<file path="src/rtl/rptr_empty.sv">
// Read-side pointer and empty/almost-empty/occupancy flags for an async FIFO.
// Optional sticky underflow flag enabled by `define RPTR_UNDERFLOW_DETECT_EN.
module rptr_empty #(
    parameter int ADDRSIZE = 4,
    parameter int AE_LEVEL = 2
) (
    input  logic                rclk,
    input  logic                rrst_n,
    input  logic                rinc,
    input  logic [ADDRSIZE:0]   rwptr2,
    output logic [ADDRSIZE-1:0] raddr,
    output logic [ADDRSIZE:0]   rptr,
    output logic                rempty,
    output logic                ralmost_empty,
    output logic [ADDRSIZE:0]   rcount,
    output logic                runderflow
);
    localparam int PTRW = ADDRSIZE + 1;

    logic [ADDRSIZE:0] rbin;
    logic [ADDRSIZE:0] rbnext;
    logic [ADDRSIZE:0] rgnext;
    logic [ADDRSIZE:0] rwbin;
    logic [ADDRSIZE:0] rdiff;

    // A read request while empty is ignored; it never moves the pointer.
    assign rbnext = rbin + PTRW'(rinc & ~rempty);
    assign rgnext = (rbnext >> 1) ^ rbnext;
    assign raddr  = rbin[ADDRSIZE-1:0];

    always_comb begin
        // NOTE: default assignment first so no path leaves rwbin unassigned and infers a latch.
        rwbin = '0;
        rwbin[ADDRSIZE] = rwptr2[ADDRSIZE];
        for (int i = ADDRSIZE - 1; i >= 0; i--) begin
            rwbin[i] = rwbin[i+1] ^ rwptr2[i];
        end
    end

    // Uses the post-read pointer, so the flags never lag the read that drains the FIFO.
    assign rdiff = rwbin - rbnext;

    // NOTE: non-blocking assignments keep all registered state updating together at the edge.
    always_ff @(posedge rclk or negedge rrst_n) begin
        if (!rrst_n) begin
            rbin          <= '0;
            rptr          <= '0;
            rempty        <= 1'b1;
            ralmost_empty <= 1'b1;
            rcount        <= '0;
        end else begin
            rbin          <= rbnext;
            rptr          <= rgnext;
            rempty        <= (rgnext == rwptr2);
            ralmost_empty <= (rdiff <= PTRW'(AE_LEVEL));
            rcount        <= rdiff;
        end
    end

`ifdef RPTR_UNDERFLOW_DETECT_EN
    always_ff @(posedge rclk or negedge rrst_n) begin
        if (!rrst_n) begin
            runderflow <= 1'b0;
        end else if (rinc && rempty) begin
            runderflow <= 1'b1;
        end
    end
`else
    assign runderflow = 1'b0;
`endif

endmodule

</file>
<file path="config.mk">
export PLATFORM = sky130hd
export DESIGN_NAME = rptr_empty
export DESIGN_NICKNAME = d
export VERILOG_FILES = /design/src/rtl/rptr_empty.sv
export SDC_FILE = /design/constraint.sdc
export NUM_CORES = 1
export LEC_CHECK = 0
export ABC_AREA = 1
export CAP_MARGIN = 20
export CORE_AREA = 2 2 56 58
export DETAILED_ROUTE_END_ITERATION = 12
export DIE_AREA = 0 0 58 60
export SYNTH_ARGS = -nofsm -noshare
export SYNTH_HDL_FRONTEND = slang
export SYNTH_SLANG_ARGS = --single-unit
</file>
<file path="constraint.sdc">
create_clock -name rclk -period 3.4 [get_ports rclk]
set_clock_uncertainty 0.05 [all_clocks]
set_input_delay 0.68 -clock rclk [delete_from_list [all_inputs] [get_ports rclk]]
set_output_delay 0.68 -clock rclk [all_outputs]
set_load 0.1 [all_outputs]
</file>
==> flow_summary.ini, run 1 <==
[worst_hold_path]
hold_depth = 1
hp-class = flip-flop to flip-flop

[floorplanning]
die_w_um = 58
core_area_um2 = 2903
die_area_um2 = 3480
initial_core_util_pct = 33.53
rows = 20
io_pins = 25
fp.dieH_um = 60

[sta]
layout_setup_ws_ns = 0.4673
final_max_slew_viol_count = 0
finalSetupTns_ns = 0
fin_crit_sh_pct = 86.25
max_freq_ghz = 0.3410
rsz0062_at_grt = false
slew_headroom_pct = 53.26
period_needed_ns = 2.933
hold_violations = 0
max_slew.worst_pin.slew_ns = 0.6989
finalSetupViolCount = 0

[yosys]
yosysSeqAreaShare_pct = 41.39
synth_warnings = 0
synthesis.area_um2 = 973.4
synth.ff_latch_count = 16
avgSynthCellArea_um2 = 8.249
netlist_instances = 118
ys_types = 20
syn_nets = 133

[drt]
wl_per_cell_um = 9.802
via_count = 791
finalWirelength_um = 1735
dr.pass1.iters = 4
drt-initial-drc-count = 18
routed_via_density = 4.469
drtAntennaViolNets = 0
drc = 0

[global_route]
grt_usage_pct = 10.59
grt_max_degree = 17
grt_overflow = 0
grt_pass1_wl_um = 2780
grt_pass1_vias = 707
antenna_found_initial = 0

[cts]
cts_tree = built
numClockSinks = 16
cts.path.max_buffers = 2
cts-root-buf = clkbuf_4
cts_hold_buf = 0
numCtsBuffers = 3
htreeDepth = 1
post-cts-setup-buffers = 0
clk_pin_slew_ns = 0.09
clock_latency_ns = 0.28
post_cts_resized = 0

[setup_path]
worst-path-max-fanout = 5
cp.arrival_ns = 3.11
startpoint_type = primary input
path_class = primary input to flip-flop
endpoint_kind = flip-flop
reg2reg_depth = 13
required_ns = 3.57

[layout]
num_antenna_cells = 0
syn2layout_area_growth_pct = 26.73
n_fill_cell = 299
utilization_pct = 42.50
drive_above_1_share_pct = 24.31
final_cell_mix = nand2_1, buf_4, inv_1
layout_commonest_cell = nand2_1
nets = 160

[placement]
io_buffer_count = 23
dp_slack_ns = 0.1610
dp_hpwl_um = 1437
place_congestion = 0.8152

[outcome]
status = finished clean

[run]
drv_cap = 0
## per-stage QoR
step	hold slack, ns	instances	cell area [µm²]
global route	0.5810	177	1234
detailed placement	0.5340	173	1197
floorplan	0.3344	118	973.4
finish	0.5507	177	1234
global placement	0.5314	173	1197
CTS	0.5537	177	1234
## routing by layer
metal	track usage, %	share of wire [%]	wire [µm]
met1	13.40	44	763
met2	17.21	51	890
met3	1.732	4.7	81
met4	5.980	0	0
met5	0	0	0
## state kept, by name, indices dropped and copies added, names as in the netlist
name / flops
ralmost_empty: 1
rbin: 5
rcount: 5
rempty: 1
rptr: 4
## area by class of cell
cell class / count / area [µm²] / share of cell area (%)
flip-flops and latches: 16 / 402.9 / 32.66
multi-input cells: 85 / 503.0 / 40.77
inverters: 16 / 60.06 / 4.868
well taps: 33 / 41.29 / 3.347
clock buffers: 4 / 36.28 / 2.941
repair buffers: 23 / 190.2 / 15.42
## cells in the mapped netlist
master    number  area, µm²
xor2_2         1      16.27
dfstp_2        2      52.55
fa_1           1      20.02
buf_4          1      7.510
a21oi_1        2      10.01
dfrtp_1       14      350.3
xnor2_2        2      32.53
xor2_1         4      35.03
nand2_1       42      157.7
ha_1           6      75.07
inv_2          1      3.750
xnor2_1        1      8.760
nor2_1         5      18.77
inv_1         15      56.30
nand3_1       10      50.05
nor2_2         1      6.260
conb_1         1      3.750
nand3b_1       1      7.510
nand3_2        3      30.03
nand2_2        5      31.28
## cell families (layout without fill, tap and decap cells)
kind of cell,count (synthesis),after routing,synth area share (%)
AND/OR/NAND/NOR,67,67,30.98
buffers and inverters,17,43,6.940
flip-flops,16,16,41.39
XOR/XNOR,8,8,9.512
adder cells (fa/ha/maj),7,7,9.769
AO/OA/AOI/OAI,2,2,1.028
other,1,1,0.3852
## worst paths after layout
check                      startpoint       endpoint  slack (ns)
min reg2reg                   rbin[4]        rbin[4]        0.55
max reg2reg                    rempty  ralmost_empty        1.10
max                         rwptr2[4]  ralmost_empty        0.47
min in group asynchronous      rrst_n        rptr[1]        0.76
min                           rbin[4]        rbin[4]        0.55
max in group asynchronous      rrst_n        rptr[0]        2.10
## worst max-delay path: stages
cell and delay [ns]:
clkdlybuf4s50_1 0.56, inv_2 0.07, nand2_1 0.09, nand3_2 0.09, nand2_2 0.11, xor2_2 0.22
xor2_1 0.17, ha_1 0.16, inv_1 0.06, fa_1 0.43, nand2_1 0.08, inv_1 0.03
nand3_1 0.09, nand2_1 0.07, nand2_2 0.06, nand2_2 0.05, nor2_2 0.07
Power of run 1 is not shown: default switching activity piles up to over one toggle a cycle in this logic, so the estimate is an artifact.
==> inputs of run 2 (changes only) <==
--- a/config.mk
+++ b/config.mk
@@ -10,6 +10,7 @@
 export CORE_AREA = 2 2 56 58
 export DETAILED_ROUTE_END_ITERATION = 12
 export DIE_AREA = 0 0 58 60
+export SLEW_MARGIN = 25
 export SYNTH_ARGS = -nofsm -noshare
 export SYNTH_HDL_FRONTEND = slang
 export SYNTH_SLANG_ARGS = --single-unit
==> results of run 2 <==
The final DEF is identical to that of run 1; final timing and power are the same.
Power of run 2 is left out for the same reason.
==> inputs of run 3 (changes only) <==
--- a/config.mk
+++ b/config.mk
@@ -10,6 +10,7 @@
 export CORE_AREA = 2 2 56 58
 export DETAILED_ROUTE_END_ITERATION = 12
 export DIE_AREA = 0 0 58 60
+export MAX_ROUTING_LAYER = met4
 export SLEW_MARGIN = 25
 export SYNTH_ARGS = -nofsm -noshare
 export SYNTH_HDL_FRONTEND = slang
==> results of run 3 <==
The final DEF is identical to that of run 1; final timing and power are the same.
Among the figures that moved: final weighted congestion in routability-driven placement 0.8152 -> 0.8274; overall routing resource usage 10.59% -> 10.91%
Power of run 3 is left out for the same reason.
